$ cat src/rtl/simd_pkg.sv
// ---------------------------------------------------------------------------
// simd_pkg
// Shared types and default sizes for the SIMD vector engine.
//   - DEF_MEM_SIZE / DEF_ADDR_W / DEF_DATA_W : default shared-memory geometry
//   - op_e    : element operation encoding carried in every command
//   - cmd_t   : packed 35-bit queue command {op, dst, src_a, src_b, len}
//   - state_e : issuer/ALU sequencer states
// ---------------------------------------------------------------------------
package simd_pkg;

  localparam int DEF_MEM_SIZE = 256;
  localparam int DEF_ADDR_W   = 8;
  localparam int DEF_DATA_W   = 32;

  typedef enum logic [2:0] {
    OP_NOP  = 3'd0,
    OP_ADD  = 3'd1,
    OP_SUB  = 3'd2,
    OP_MUL  = 3'd3,
    OP_AND  = 3'd4,
    OP_OR   = 3'd5,
    OP_XOR  = 3'd6,
    OP_COPY = 3'd7
  } op_e;

  typedef struct packed {
    op_e        op;
    logic [7:0] dst;
    logic [7:0] src_a;
    logic [7:0] src_b;
    logic [7:0] len;
  } cmd_t;

  typedef enum logic [1:0] {
    IDLE = 2'd0,
    RD_A = 2'd1,
    RD_B = 2'd2,
    WR   = 2'd3
  } state_e;

endpackage

$ cat src/rtl/simd_shared_mem.sv
// ---------------------------------------------------------------------------
// simd_mem_array / shared_mem
// Single-port word memory shared by the SIMD engine. One address per cycle;
// the read data appears one cycle after the address (registered read) and a
// write lands on the same rising edge. Contents have no reset: the array is
// preloaded and inspected from outside through u_mem.r_mem.
//   i_clk   : clock, all activity on the rising edge
//   i_we    : write enable for i_addr
//   i_addr  : word address (read and write share it)
//   i_wdata : write data
//   o_rdata : data of the address presented on the previous cycle
// ---------------------------------------------------------------------------
module simd_mem_array
  import simd_pkg::*;
#(
  parameter int MEM_SIZE = DEF_MEM_SIZE,
  parameter int ADDR_W   = DEF_ADDR_W,
  parameter int DATA_W   = DEF_DATA_W
) (
  input  logic              i_clk,
  input  logic              i_we,
  input  logic [ADDR_W-1:0] i_addr,
  input  logic [DATA_W-1:0] i_wdata,
  output logic [DATA_W-1:0] o_rdata
);

  logic [DATA_W-1:0] r_mem [0:MEM_SIZE-1];
  logic [DATA_W-1:0] r_rdata;

  // Storage plus registered read port. The read returns the old contents on
  // a same-address write, but the engine never reads and writes together.
  always_ff @(posedge i_clk) begin
    if (i_we) begin
      r_mem[i_addr] <= i_wdata;
    end
    r_rdata <= r_mem[i_addr];
  end

  assign o_rdata = r_rdata;

endmodule

module shared_mem
  import simd_pkg::*;
#(
  parameter int MEM_SIZE = DEF_MEM_SIZE,
  parameter int ADDR_W   = DEF_ADDR_W,
  parameter int DATA_W   = DEF_DATA_W
) (
  input  logic              i_clk,
  input  logic              i_we,
  input  logic [ADDR_W-1:0] i_addr,
  input  logic [DATA_W-1:0] i_wdata,
  output logic [DATA_W-1:0] o_rdata
);

  // Thin wrapper so the array sits at a stable hierarchical path.
  simd_mem_array #(
    .MEM_SIZE (MEM_SIZE),
    .ADDR_W   (ADDR_W),
    .DATA_W   (DATA_W)
  ) u_mem (
    .i_clk   (i_clk),
    .i_we    (i_we),
    .i_addr  (i_addr),
    .i_wdata (i_wdata),
    .o_rdata (o_rdata)
  );

endmodule

$ cat src/rtl/simd_top.sv
// ---------------------------------------------------------------------------
// simd_top
// Command-driven vector engine. Pops one command at a time from an external
// queue and applies mem[dst+k] = op(mem[src_a+k], mem[src_b+k]) for
// k = 0..len-1, three cycles per element (read a, read b, write).
//   i_clk           : clock
//   i_rst           : synchronous active-high reset (aborts a running command)
//   queue_cmd       : head-of-queue command, valid when queue_empty = 0
//   queue_empty     : 1 = no command waiting
//   issuer_rd_queue : pop strobe, queue_cmd is consumed on this rising edge
//   finished_task   : engine idle and nothing left in the queue
// ---------------------------------------------------------------------------
module simd_top
  import simd_pkg::*;
#(
  parameter int MEM_SIZE = DEF_MEM_SIZE,
  parameter int ADDR_W   = DEF_ADDR_W,
  parameter int DATA_W   = DEF_DATA_W
) (
  input  logic i_clk,
  input  logic i_rst,
  input  cmd_t queue_cmd,
  input  logic queue_empty,
  output logic issuer_rd_queue,
  output logic finished_task
);

  state_e            r_state;
  state_e            w_nextState;
  cmd_t              r_cmd;
  logic [7:0]        r_k;
  logic [DATA_W-1:0] r_opA;

  logic              w_memWe;
  logic [ADDR_W-1:0] w_memAddr;
  logic [DATA_W-1:0] w_memRdata;
  logic [DATA_W-1:0] w_result;
  logic              w_lastElem;
  logic              w_skipCmd;

  // Element addresses wrap naturally by truncating to the memory index width.
  function automatic logic [ADDR_W-1:0] wrapAddr(input logic [7:0] base,
                                                 input logic [7:0] k);
    return ADDR_W'(base) + ADDR_W'(k);
  endfunction

  // Pop only from IDLE and never while reset is held, so a command cannot be
  // lost into a sequencer that is about to be cleared.
  assign issuer_rd_queue = (r_state == IDLE) && !queue_empty && !i_rst;
  assign finished_task   = (r_state == IDLE) && queue_empty;
  assign w_lastElem      = (r_k == r_cmd.len - 8'd1);
  assign w_skipCmd       = (queue_cmd.op == OP_NOP) || (queue_cmd.len == 8'd0);

  // Element ALU. Operand a was captured in RD_B; operand b is taken straight
  // from the memory read port during WR, where its data has just arrived.
  always_comb begin
    w_result = '0;
    case (r_cmd.op)
      OP_ADD:  w_result = r_opA + w_memRdata;
      OP_SUB:  w_result = r_opA - w_memRdata;
      OP_MUL:  w_result = r_opA * w_memRdata;
      OP_AND:  w_result = r_opA & w_memRdata;
      OP_OR:   w_result = r_opA | w_memRdata;
      OP_XOR:  w_result = r_opA ^ w_memRdata;
      OP_COPY: w_result = r_opA;
      default: w_result = '0;
    endcase
  end

  // Next-state and memory port control. The single memory port is time
  // shared: src_a in RD_A, src_b in RD_B, dst in WR. Write is suppressed
  // while reset is asserted so an aborted element never lands.
  always_comb begin
    w_nextState = r_state;
    w_memWe     = 1'b0;
    w_memAddr   = wrapAddr(r_cmd.src_a, r_k);
    case (r_state)
      IDLE: begin
        if (issuer_rd_queue && !w_skipCmd) begin
          w_nextState = RD_A;
        end
      end
      RD_A: begin
        w_memAddr   = wrapAddr(r_cmd.src_a, r_k);
        w_nextState = RD_B;
      end
      RD_B: begin
        w_memAddr   = wrapAddr(r_cmd.src_b, r_k);
        w_nextState = WR;
      end
      WR: begin
        w_memAddr   = wrapAddr(r_cmd.dst, r_k);
        w_memWe     = !i_rst;
        w_nextState = w_lastElem ? IDLE : RD_A;
      end
      default: w_nextState = IDLE;
    endcase
  end

  // Sequencer registers: state, latched command, element index and the
  // captured first operand. A pop latches the command and restarts k even
  // for NOP/zero-length commands, which simply never leave IDLE.
  always_ff @(posedge i_clk) begin
    if (i_rst) begin
      r_state <= IDLE;
      r_cmd   <= '0;
      r_k     <= '0;
      r_opA   <= '0;
    end else begin
      r_state <= w_nextState;
      if (issuer_rd_queue) begin
        r_cmd <= queue_cmd;
        r_k   <= '0;
      end
      if (r_state == RD_B) begin
        r_opA <= w_memRdata;
      end
      if (r_state == WR && !w_lastElem) begin
        r_k <= r_k + 8'd1;
      end
    end
  end

  shared_mem #(
    .MEM_SIZE (MEM_SIZE),
    .ADDR_W   (ADDR_W),
    .DATA_W   (DATA_W)
  ) u_shared_mem (
    .i_clk   (i_clk),
    .i_we    (w_memWe),
    .i_addr  (w_memAddr),
    .i_wdata (w_result),
    .o_rdata (w_memRdata)
  );

endmodule

$ cat config.mk
export PLATFORM = sky130hd
export DESIGN_NAME = simd_top
export DESIGN_NICKNAME = d
export VERILOG_FILES = /design/src/rtl/simd_pkg.sv /design/src/rtl/simd_shared_mem.sv /design/src/rtl/simd_top.sv
export SDC_FILE = /design/constraint.sdc
export NUM_CORES = 1
export LEC_CHECK = 0
export BUFFER_PORTS_ARGS = -buffer_cell sky130_fd_sc_hd__clkbuf_2
export CAP_MARGIN = 20
export CORE_MARGIN = 2
export CORE_UTILIZATION = 49
export DETAILED_ROUTE_END_ITERATION = 12
export PLACE_DENSITY_LB_ADDON = 0.05
export SLEW_MARGIN = 15
export SYNTH_ARGS = -nofsm -noshare
export SYNTH_HDL_FRONTEND = slang
export SYNTH_SLANG_ARGS = --single-unit
$ cat constraint.sdc
create_clock -name i_clk -period 2.7 [get_ports i_clk]
set_input_delay 0.135 -clock i_clk [delete_from_list [all_inputs] [get_ports i_clk]]
set_output_delay 0.135 -clock i_clk [all_outputs]
set_load 0.05 [all_outputs]
# Yosys cells after proc, flatten, opt, wreduce, memory -nomap -nowiden
# Index checks and enable logic that the tools add are counted.
word_totals:
  ff_bits: 18
  wordCells: 29
  output_inout_bits: 2
classes:
  mux: 5
  n_reduce_logical: 14
  eq_ne: 5
  addsub: 2
op_table:
  columns: ["op", "count"]
  rows:
  - ["8-bit two-way mux", 2]
  - ["8-bit by 1-bit adder with 8-bit output, second input constant", 1]
  - ["8-bit == test", 1]
  - ["8-bit zero test", 1]
  - ["2-bit case mux with 4 select lines", 1]
  - ["8-bit by 1-bit subtractor with 8-bit output, second input constant", 1]
  - ["1-bit logical AND", 5]
  - ["2-bit == test, second input constant", 2]
  - ["1-bit zero test", 4]
  - ["3-bit zero test", 1]
  - ["2-bit by 1-bit == test with 1-bit output, second input constant", 1]
  - ["2-bit zero test", 1]
  - ["2-bit two-way mux", 1]
  - ["2-bit by 1-bit != test with 1-bit output, second input constant", 1]
  - ["2-bit nonzero test", 1]
  - ["1-bit logical OR", 1]
  - ["1-bit two-way mux", 1]

# Depth between registers and ports, before layout
# Gate-level depths: netlist (run 1).
logic_depth:
  word_depth: 6
  mapped_depth: 10
  ltp_nobuf: 9

# Worst setup path after synthesis (run 1)
# Ideal clock, no wire load.
synth_timing:
  path_kind: "register to register"
  startpoint: "reg r_cmd[0] in the netlist's numbering"
  endpoint: "reg r_k[6]"
  required_ps: 2641
  synth_period_minus_slack_ps: 2123
  stages_incl_launch_ff: 10
  slack_ps: 577
  arrival_time_ps: 2064
  setup_ps: 59
  cell_sequence: "dfxtp_1 inv_1 ha_1 and2_1 o21a_1 o31ai_1 nand2_1 a22oi_2 nor3b_4 a221o_1"
synth_via:
  elab_chain_cells: 5
  elab_cells_between_ends: 6
synth_lines:
  columns: ["element", "line_no", "source"]
  rows:
  - ["from (decl)", "simd_top.sv:30", "cmd_t r_cmd;"]
  - ["from (signal assigned)", "simd_top.sv:112", "r_cmd <= queue_cmd;"]
  - ["8-bit by 1-bit subtractor with 8-bit output (*)", "simd_top.sv:51", "assign w_lastElem = (r_k == r_cmd.len - 8'd1);"]
  - ["8-bit == test (*)", "simd_top.sv:51", null]
  - ["1-bit zero test (*)", "simd_top.sv:118", "if (r_state == WR && !w_lastElem) begin"]
  - ["1-bit logical AND (*)", "simd_top.sv:118", null]
  - ["8-bit two-way mux or 2-bit nonzero test (tied branches)", null, null]
  - ["to (signal assigned)", "simd_top.sv:119", "r_k <= r_k + 8'd1;"]
  - ["to (decl)", "simd_top.sv:31", "logic [7:0] r_k;"]
# Mark *: on every way between the ends. The rest lies on a longest branch, timed or not.
# A chain may end at the register's enable or synchronous reset.

# Worst setup path after layout (run 1)
layout_timing:
  startpoint: "reg r_cmd[0] in the netlist's numbering"
  endpoint: "reg r_k[5]"
# The elaborated chain is that of the path after synthesis.

==> results of run 1 <==
[sequential cells by signal, indices dropped and copies added (netlist names)]
name	count
r_k	8
r_state	2
r_cmd	8
[cell families after synthesis]
logic type | Yosys count | share of synthesized area (%)
adders and majority gates | 5 | 5.49
muxes | 3 | 2.75
buffers and inverters | 9 | 3.08
AOI/OAI and AO/OA | 33 | 20.1
xor gates and xnor gates | 9 | 6.92
DFF | 18 | 31.6
and+or+nand+nor | 61 | 30.0
[final cells by class]
class | instances | area, um^2 | share of cell area, %
Sequential cell | 18 | 360 | 28.2
Clock buffer | 4 | 36.3 | 2.83
Timing Repair Buffer | 16 | 82.6 | 6.45
Inverter | 6 | 22.5 | 1.76
Tap cell | 28 | 35.0 | 2.74
Multi-Input combinational cell | 111 | 743 | 58.1
[worst paths after layout]
check,from,endpoint,slack [ns],cells after the start
max,r_cmd[0],r_k[5],0.25,9
min reg2reg,r_cmd[6],r_cmd[6],0.51,2
min,queue_cmd[6],r_cmd[6],0.03,3
max reg2reg,r_cmd[0],r_k[5],0.25,9
[synth_stat cells (3+ instances only)]
library cell,number
a21o_1,3
a21oi_1,7
and3_1,4
dfxtp_1,18
ha_1,5
inv_1,6
nand2_1,13
nand2b_1,7
nand3_1,7
nor2_1,11
nor2b_1,3
nor3_1,4
o21ai_0,8
o31ai_1,3
xnor2_1,5
xor2_1,4
[stage by stage]
step / instances / total power, mW / area [um^2]
6_report: 183 / 0.881 / 1280
3_3_place_gp: 179 / 0.702 / 1240
4_1_cts: 183 / 0.891 / 1280
3_5_place_dp: 179 / 0.716 / 1240
2_1_floorplan: 138 / 0.639 / 1140
5_1_grt: 183 / 0.953 / 1280
[worst reg2reg max path: cells and delay by family (launching register included)]
family / cells / cell delay [ns]
flops: 1 / 0.41
compound gates: 4 / 0.91
simple gates: 3 / 0.71
buf+inv: 1 / 0.08
fa+ha+maj: 1 / 0.28
[routing by layer]
layer | global-route usage (%) | vias up
li1 | - | 530
met1 | 27.4 | 469
met2 | 31.0 | 12
met3 | 3.43 | 6
met4 | 8.97 | 0
met5 | 0 | -
[power breakdown]
part           switching [mW]  internal [mW]  leakage [nW]  total (mW)
registers              0.0399          0.303         0.147       0.343
logic                   0.213          0.152         0.399       0.365
clock network          0.0906         0.0825        0.0210       0.173
total                   0.343          0.538         0.567       0.881
==> impl_results.html, run 1 <==
<table>
<tr><th>Metric</th><th>Value</th></tr>
<tr><th colspan="2">Global routing</th></tr>
<tr><td>Initial antenna violation count</td><td>0</td></tr>
<tr><td>Via count of the first global-routing pass</td><td>921</td></tr>
<tr><td>Maximum number of pins on one net before global-route repair</td><td>18</td></tr>
<tr><td>Global Route Usage Sum</td><td>20.1%</td></tr>
<tr><td>Total overflow reported by the global router</td><td>0</td></tr>
<tr><td>First-pass GRT wire length</td><td>3970 um</td></tr>
<tr><th colspan="2">Cells and area</th></tr>
<tr><td>Fill cell count</td><td>between 200 and 250</td></tr>
<tr><td>Final Core Density</td><td>57.9%</td></tr>
<tr><td>Commonest cells after routing, fill and taps aside</td><td>dfxtp_1, clkbuf_2, nand2_1</td></tr>
<tr><td>NumNets Final</td><td>199</td></tr>
<tr><td>Synthesis-to-finish area growth</td><td>12.4%</td></tr>
<tr><td>Most common library cell in the layout ignoring fill and taps</td><td>dfxtp_1</td></tr>
<tr><td>Antenna diode count</td><td>0</td></tr>
<tr><td>Share of layout cells above drive strength 1</td><td>16.8%</td></tr>
<tr><th colspan="2">Routing</th></tr>
<tr><td>Detailed-route vias per instance</td><td>~5.6</td></tr>
<tr><td>Iteration count of the initial detailed-routing pass</td><td>4</td></tr>
<tr><td>Aggregate routed wire length</td><td>around 2300 um</td></tr>
<tr><td>Post-route ant nets</td><td>0</td></tr>
<tr><td>Amount of wire on met3 after detailed routing</td><td>56 um</td></tr>
<tr><td>Routed wire length per instance</td><td>12.3 um</td></tr>
<tr><td>Remaining routing DRC violations</td><td>0</td></tr>
<tr><td>Met2 wirelength from detailed routing</td><td>1020 um</td></tr>
<tr><td>Wire length on met1</td><td>1120 um</td></tr>
<tr><td>Detailed-route via count</td><td>approximately 1000</td></tr>
<tr><td>Starting DRT DRC Count</td><td>22</td></tr>
<tr><td>Top routing layer in use</td><td>met4</td></tr>
<tr><th colspan="2">Floorplanning</th></tr>
<tr><td>FP Rows</td><td>17</td></tr>
<tr><td>Effective utilization at floorplan</td><td>about half</td></tr>
<tr><td>Number of placed I/O pins</td><td>40</td></tr>
<tr><td>Floorplan die width</td><td>52.2 um</td></tr>
<tr><td>Die footprint</td><td>0.00273 mm^2</td></tr>
<tr><td>Die height</td><td>52.2 um</td></tr>
<tr><td>Floorplan core area</td><td>0.00221 mm^2</td></tr>
<tr><th colspan="2">CTS</th></tr>
<tr><td>Hold Buf Count CTS</td><td>0</td></tr>
<tr><td>Setup Buffers After CTS</td><td>0</td></tr>
<tr><td>Reg clk slew, reported paths</td><td>~0.11 ns</td></tr>
<tr><td>Count of clock tree sinks</td><td>18</td></tr>
<tr><td>Clock tree from TritonCTS</td><td>built</td></tr>
<tr><td>Post-cts sizing count</td><td>0</td></tr>
<tr><td>Maximum clock insertion buffer count</td><td>2</td></tr>
<tr><td>Number of H-tree levels</td><td>1</td></tr>
<tr><td>Clock latency at the later pin of the worst-skew pair</td><td>0.31 ns</td></tr>
<tr><td>Num CTS Buffers</td><td>3</td></tr>
<tr><td>Master cell of the clock root buffer</td><td>clkbuf_4</td></tr>
<tr><th colspan="2">Logic synthesis</th></tr>
<tr><td>Yosys cell types</td><td>41</td></tr>
<tr><td>Post-synthesis cell type with the largest combined area</td><td>dfxtp_1</td></tr>
<tr><td>Net count of the mapped netlist</td><td>about 180</td></tr>
<tr><td>Yosys reg bits</td><td>18</td></tr>
<tr><td>Share of Yosys cell area claimed by the top area cell type</td><td>31.6%</td></tr>
<tr><td>Mean instance size in the synthesized netlist</td><td>roughly 8.3 um^2</td></tr>
<tr><td>Post-Syn Instances</td><td>138</td></tr>
<tr><td>Count of warnings emitted by yosys</td><td>0</td></tr>
<tr><td>Top post-synthesis cells by area</td><td>dfxtp_1, ha_1, nand2_1</td></tr>
<tr><td>Share of flip-flops with an asynchronous set or reset</td><td>0%</td></tr>
<tr><td>Sequential element share of the synthesized area</td><td>31.6%</td></tr>
<tr><td>Post-synth EDFFs</td><td>0</td></tr>
<tr><td>Synth Cell Area</td><td>0.00114 mm^2</td></tr>
<tr><td>Top_reg_cell synth</td><td>dfxtp_1</td></tr>
<tr><th colspan="2">Critical path</th></tr>
<tr><td>Buffering stage count on the worst path with inverters included</td><td>1</td></tr>
<tr><td>Max incr delay on CP</td><td>0.41 ns</td></tr>
<tr><td>Family of cells with the greatest summed delay on the critical path</td><td>compound AO/OA/AOI/OAI gates</td></tr>
<tr><td>Required @ worst endpoint</td><td>roughly 3.0 ns</td></tr>
<tr><td>Critical path, cell by cell</td><td>inv_1, ha_1, and2_1, o21a_1, o31ai_1, nand2_1, a22oi_2, nor3b_4, a221o_1</td></tr>
<tr><td>CP arrival</td><td>2.70 ns</td></tr>
<tr><td>Largest fanout of any net on the critical path</td><td>7</td></tr>
<tr><td>CP Capture Type</td><td>flip-flop</td></tr>
<tr><td>CP startpoint kind</td><td>flip-flop</td></tr>
<tr><td>Highest-delay cell along the critical path</td><td>dfxtp_1</td></tr>
<tr><td>Crit path kind</td><td>reg -&gt; reg</td></tr>
<tr><th colspan="2">Place</th></tr>
<tr><td>HPWL after detailed placement</td><td>1760 um</td></tr>
<tr><td>Post-Place Setup Slack</td><td>0.274 ns</td></tr>
<tr><td>Final weighted congestion in routability-driven placement</td><td>just under 0.8</td></tr>
<tr><td>Port-buffer cells</td><td>15</td></tr>
<tr><th colspan="2">Timing</th></tr>
<tr><td>Final number of setup-violating endpoints</td><td>0</td></tr>
<tr><td>Number of max-slew violations in the final report</td><td>0</td></tr>
<tr><td>Number of failing hold endpoints at the final stage</td><td>0</td></tr>
<tr><td>Final worst clock skew</td><td>around 0.013 ns</td></tr>
<tr><td>Worst-case headroom to the max-slew limit</td><td>65.5%</td></tr>
<tr><td>Transition time of the tightest slew-check pin</td><td>0.511 ns</td></tr>
<tr><td>Portion of the clock cycle consumed by the worst path in the final layout</td><td>just over 90%</td></tr>
<tr><td>Minimum clock period after layout</td><td>between 2 and 2.5 ns</td></tr>
<tr><td>Setup repair after global routing missed its margin</td><td>no</td></tr>
<tr><td>Total Negative Setup Slacks</td><td>0 ns</td></tr>
<tr><td>Worst hold slack across all endpoints</td><td>0.0304 ns</td></tr>
<tr><td>Smallest setup slack after layout</td><td>0.248 ns</td></tr>
<tr><td>Maximum operating frequency</td><td>between 400 and 500 MHz</td></tr>
<tr><th colspan="2">Pwr</th></tr>
<tr><td>Worst IR Drop VDD</td><td>516 uV</td></tr>
<tr><td>Leak</td><td>0.567 nW</td></tr>
<tr><td>Cell Pwr Density</td><td>689 mW/mm^2</td></tr>
<tr><th colspan="2">Min path</th></tr>
<tr><td>Worst hold-check path type</td><td>in -&gt; reg</td></tr>
<tr><th colspan="2">Flow run</th></tr>
<tr><td>Max capacitance violation total</td><td>0</td></tr>
<tr><th colspan="2">Outcome</th></tr>
<tr><td>Status</td><td>complete, no violations</td></tr>
</table>
No activity file was read; power rests on OpenSTA's default activity.
==> inputs of run 2 (changes only) <==
--- a/config.mk
+++ b/config.mk
@@ -7,8 +7,9 @@
 export LEC_CHECK = 0
 export BUFFER_PORTS_ARGS = -buffer_cell sky130_fd_sc_hd__clkbuf_2
 export CAP_MARGIN = 20
+export CORE_ASPECT_RATIO = 0.5
 export CORE_MARGIN = 2
-export CORE_UTILIZATION = 49
+export CORE_UTILIZATION = 41
 export DETAILED_ROUTE_END_ITERATION = 12
 export PLACE_DENSITY_LB_ADDON = 0.05
 export SLEW_MARGIN = 15
==> run 2 against run 1 <==
Final area rose by 2.3%. Fmax down 0.91%. Global-route usage shrank 2.4 points. Utilization is 7.8 points lower. Critical endpoint is now r_k[6].
==> impl_results.html, run 2 (synthesized netlist as in run 1, its figures left out) <==
<table>
<tr><th>Metric</th><th>Value</th></tr>
<tr><th colspan="2">Critical path</th></tr>
<tr><td>CP startpoint kind</td><td>flip-flop</td></tr>
<tr><td>Family of cells with the greatest summed delay on the critical path</td><td>compound AO/OA/AOI/OAI gates</td></tr>
<tr><td>Max incr delay on CP</td><td>0.41 ns</td></tr>
<tr><td>Critical path, cell by cell</td><td>inv_1, ha_1, and2_1, o21a_1, o31ai_1, nand2_1, a22oi_2, nor3b_4, a221o_1</td></tr>
<tr><td>CP arrival</td><td>between 2 and 3 ns</td></tr>
<tr><td>Highest-delay cell along the critical path</td><td>nor3b_4</td></tr>
<tr><td>Crit path kind</td><td>reg -&gt; reg</td></tr>
<tr><td>CP Capture Type</td><td>flip-flop</td></tr>
<tr><td>Largest fanout of any net on the critical path</td><td>7</td></tr>
<tr><td>Buffering stage count on the worst path with inverters included</td><td>1</td></tr>
<tr><td>Required @ worst endpoint</td><td>2.91 ns</td></tr>
<tr><td>Flop2flop setup slack</td><td>0.23 ns</td></tr>
<tr><th colspan="2">Outcome</th></tr>
<tr><td>Status</td><td>complete, no violations</td></tr>
<tr><th colspan="2">Timing</th></tr>
<tr><td>Number of max-slew violations in the final report</td><td>0</td></tr>
<tr><td>Number of failing hold endpoints at the final stage</td><td>0</td></tr>
<tr><td>Worst-case headroom to the max-slew limit</td><td>69.7%</td></tr>
<tr><td>Total Negative Setup Slacks</td><td>0 ns</td></tr>
<tr><td>Final number of setup-violating endpoints</td><td>0</td></tr>
<tr><td>Smallest setup slack after layout</td><td>0.226 ns</td></tr>
<tr><td>Setup repair after global routing missed its margin</td><td>no</td></tr>
<tr><td>Minimum clock period after layout</td><td>between 2 and 2.5 ns</td></tr>
<tr><td>Final worst clock skew</td><td>0.00162 ns</td></tr>
<tr><td>Maximum operating frequency</td><td>between 400 and 500 MHz</td></tr>
<tr><td>Portion of the clock cycle consumed by the worst path in the final layout</td><td>91.6%</td></tr>
<tr><td>Transition time of the tightest slew-check pin</td><td>0.451 ns</td></tr>
<tr><td>Worst hold slack across all endpoints</td><td>0.0849 ns</td></tr>
<tr><th colspan="2">CTS</th></tr>
<tr><td>Master cell of the clock root buffer</td><td>clkbuf_8</td></tr>
<tr><td>Clock latency at the later pin of the worst-skew pair</td><td>0.26 ns</td></tr>
<tr><td>Maximum clock insertion buffer count</td><td>2</td></tr>
<tr><td>Reg clk slew, reported paths</td><td>0.08 ns</td></tr>
<tr><td>Hold Buf Count CTS</td><td>0</td></tr>
<tr><td>Post-cts sizing count</td><td>0</td></tr>
<tr><td>Count of clock tree sinks</td><td>18</td></tr>
<tr><td>Number of H-tree levels</td><td>1</td></tr>
<tr><td>Setup Buffers After CTS</td><td>0</td></tr>
<tr><td>Clock tree from TritonCTS</td><td>built</td></tr>
<tr><td>Num CTS Buffers</td><td>3</td></tr>
<tr><th colspan="2">Cells and area</th></tr>
<tr><td>Share of layout cells above drive strength 1</td><td>16.8%</td></tr>
<tr><td>Finished layout cell area</td><td>0.00131 mm^2</td></tr>
<tr><td>Fill cell count</td><td>280</td></tr>
<tr><td>Final Core Density</td><td>around half</td></tr>
<tr><td>Antenna diode count</td><td>0</td></tr>
<tr><td>NumNets Final</td><td>199</td></tr>
<tr><td>Layout Cells excl Fill</td><td>192</td></tr>
<tr><td>Most common library cell in the layout ignoring fill and taps</td><td>dfxtp_1</td></tr>
<tr><td>Largest registers</td><td>r_cmd x8, r_k x8, r_state x2</td></tr>
<tr><td>Synthesis-to-finish area growth</td><td>15.1%</td></tr>
<tr><td>Commonest cells after routing, fill and taps aside</td><td>dfxtp_1, clkbuf_2, nand2_1</td></tr>
<tr><th colspan="2">Pwr</th></tr>
<tr><td>Post-layout total power</td><td>954 uW</td></tr>
<tr><td>Cell Pwr Density</td><td>728 mW/mm^2</td></tr>
<tr><td>Worst IR Drop VDD</td><td>445 uV</td></tr>
<tr><td>Leak</td><td>0.575 nW</td></tr>
<tr><th colspan="2">Floorplanning</th></tr>
<tr><td>Floorplan die width</td><td>78.5 um</td></tr>
<tr><td>Effective utilization at floorplan</td><td>43.5%</td></tr>
<tr><td>Floorplan core area</td><td>0.00262 mm^2</td></tr>
<tr><td>Die footprint</td><td>about 0.0032 mm^2</td></tr>
<tr><td>FP Rows</td><td>13</td></tr>
<tr><td>Number of placed I/O pins</td><td>40</td></tr>
<tr><td>Die height</td><td>41.3 um</td></tr>
<tr><th colspan="2">Global routing</th></tr>
<tr><td>Global Route Usage Sum</td><td>17.7%</td></tr>
<tr><td>Initial antenna violation count</td><td>0</td></tr>
<tr><td>Via count of the first global-routing pass</td><td>864</td></tr>
<tr><td>Maximum number of pins on one net before global-route repair</td><td>18</td></tr>
<tr><td>Total overflow reported by the global router</td><td>0</td></tr>
<tr><td>First-pass GRT wire length</td><td>4130 um</td></tr>
<tr><th colspan="2">Routing</th></tr>
<tr><td>Detailed-route via count</td><td>1017</td></tr>
<tr><td>Routed wire length per instance</td><td>13.2 um</td></tr>
<tr><td>Remaining routing DRC violations</td><td>0</td></tr>
<tr><td>Aggregate routed wire length</td><td>2530 um</td></tr>
<tr><td>Post-route ant nets</td><td>0</td></tr>
<tr><td>Detailed-route vias per instance</td><td>5.30</td></tr>
<tr><td>Iteration count of the initial detailed-routing pass</td><td>4</td></tr>
<tr><td>Starting DRT DRC Count</td><td>40</td></tr>
<tr><th colspan="2">Place</th></tr>
<tr><td>HPWL after detailed placement</td><td>roughly 1900 um</td></tr>
<tr><td>Area after DPL</td><td>0.00125 mm^2</td></tr>
<tr><td>Port-buffer cells</td><td>15</td></tr>
<tr><td>Cell Count Post-Placement</td><td>around 190</td></tr>
<tr><td>Post-Place Setup Slack</td><td>0.257 ns</td></tr>
<tr><td>Final weighted congestion in routability-driven placement</td><td>0.811</td></tr>
<tr><th colspan="2">Min path</th></tr>
<tr><td>Worst hold-check path type</td><td>in -&gt; reg</td></tr>
<tr><th colspan="2">Flow run</th></tr>
<tr><td>Max capacitance violation total</td><td>0</td></tr>
</table>
## run 2: worst reg2reg max path, cell delays in order, from the launching register on
cell and delay, ns:
dfxtp_1 0.39, inv_1 0.08, ha_1 0.28, and2_1 0.22, o21a_1 0.19, o31ai_1 0.27, nand2_1 0.11, a22oi_2 0.28
nor3b_4 0.41, a221o_1 0.21
## run 2: cell type report
class	instances	area, um^2	share of cell area [%]
multi-input combinational	111	743	56.7
clock buffer	4	55.1	4.20
sequential	18	360	27.5
inverter	6	22.5	1.72
timing repair buffer	16	82.6	6.30
tap	37	46.3	3.53
## run 2: report_power, final
part / leakage (nW) / total [mW] / internal (mW) / switching, mW
registers: 0.147 / 0.347 / 0.304 / 0.0434
clock network: 0.0288 / 0.234 / 0.130 / 0.104
logic: 0.399 / 0.373 / 0.153 / 0.220
total: 0.575 / 0.954 / 0.586 / 0.367
## run 2: path summary, 6_finish.rpt
path	start	cells after the start	to
setup / recovery	r_cmd[0]	9	r_k[6]
hold / removal	queue_cmd[0]	3	r_cmd[0]
setup reg to reg	r_cmd[0]	9	r_k[6]
hold reg to reg	r_cmd[6]	2	r_cmd[6]
## run 2: metal layers
layer  routed length (um)  up-vias  GRT usage [%]
met4                   15        0           5.26
li1                     -      529              -
met1                 1370      459           23.3
met2                 1010       27           28.6
met3                  131        2           5.29
met5                    0        -              0
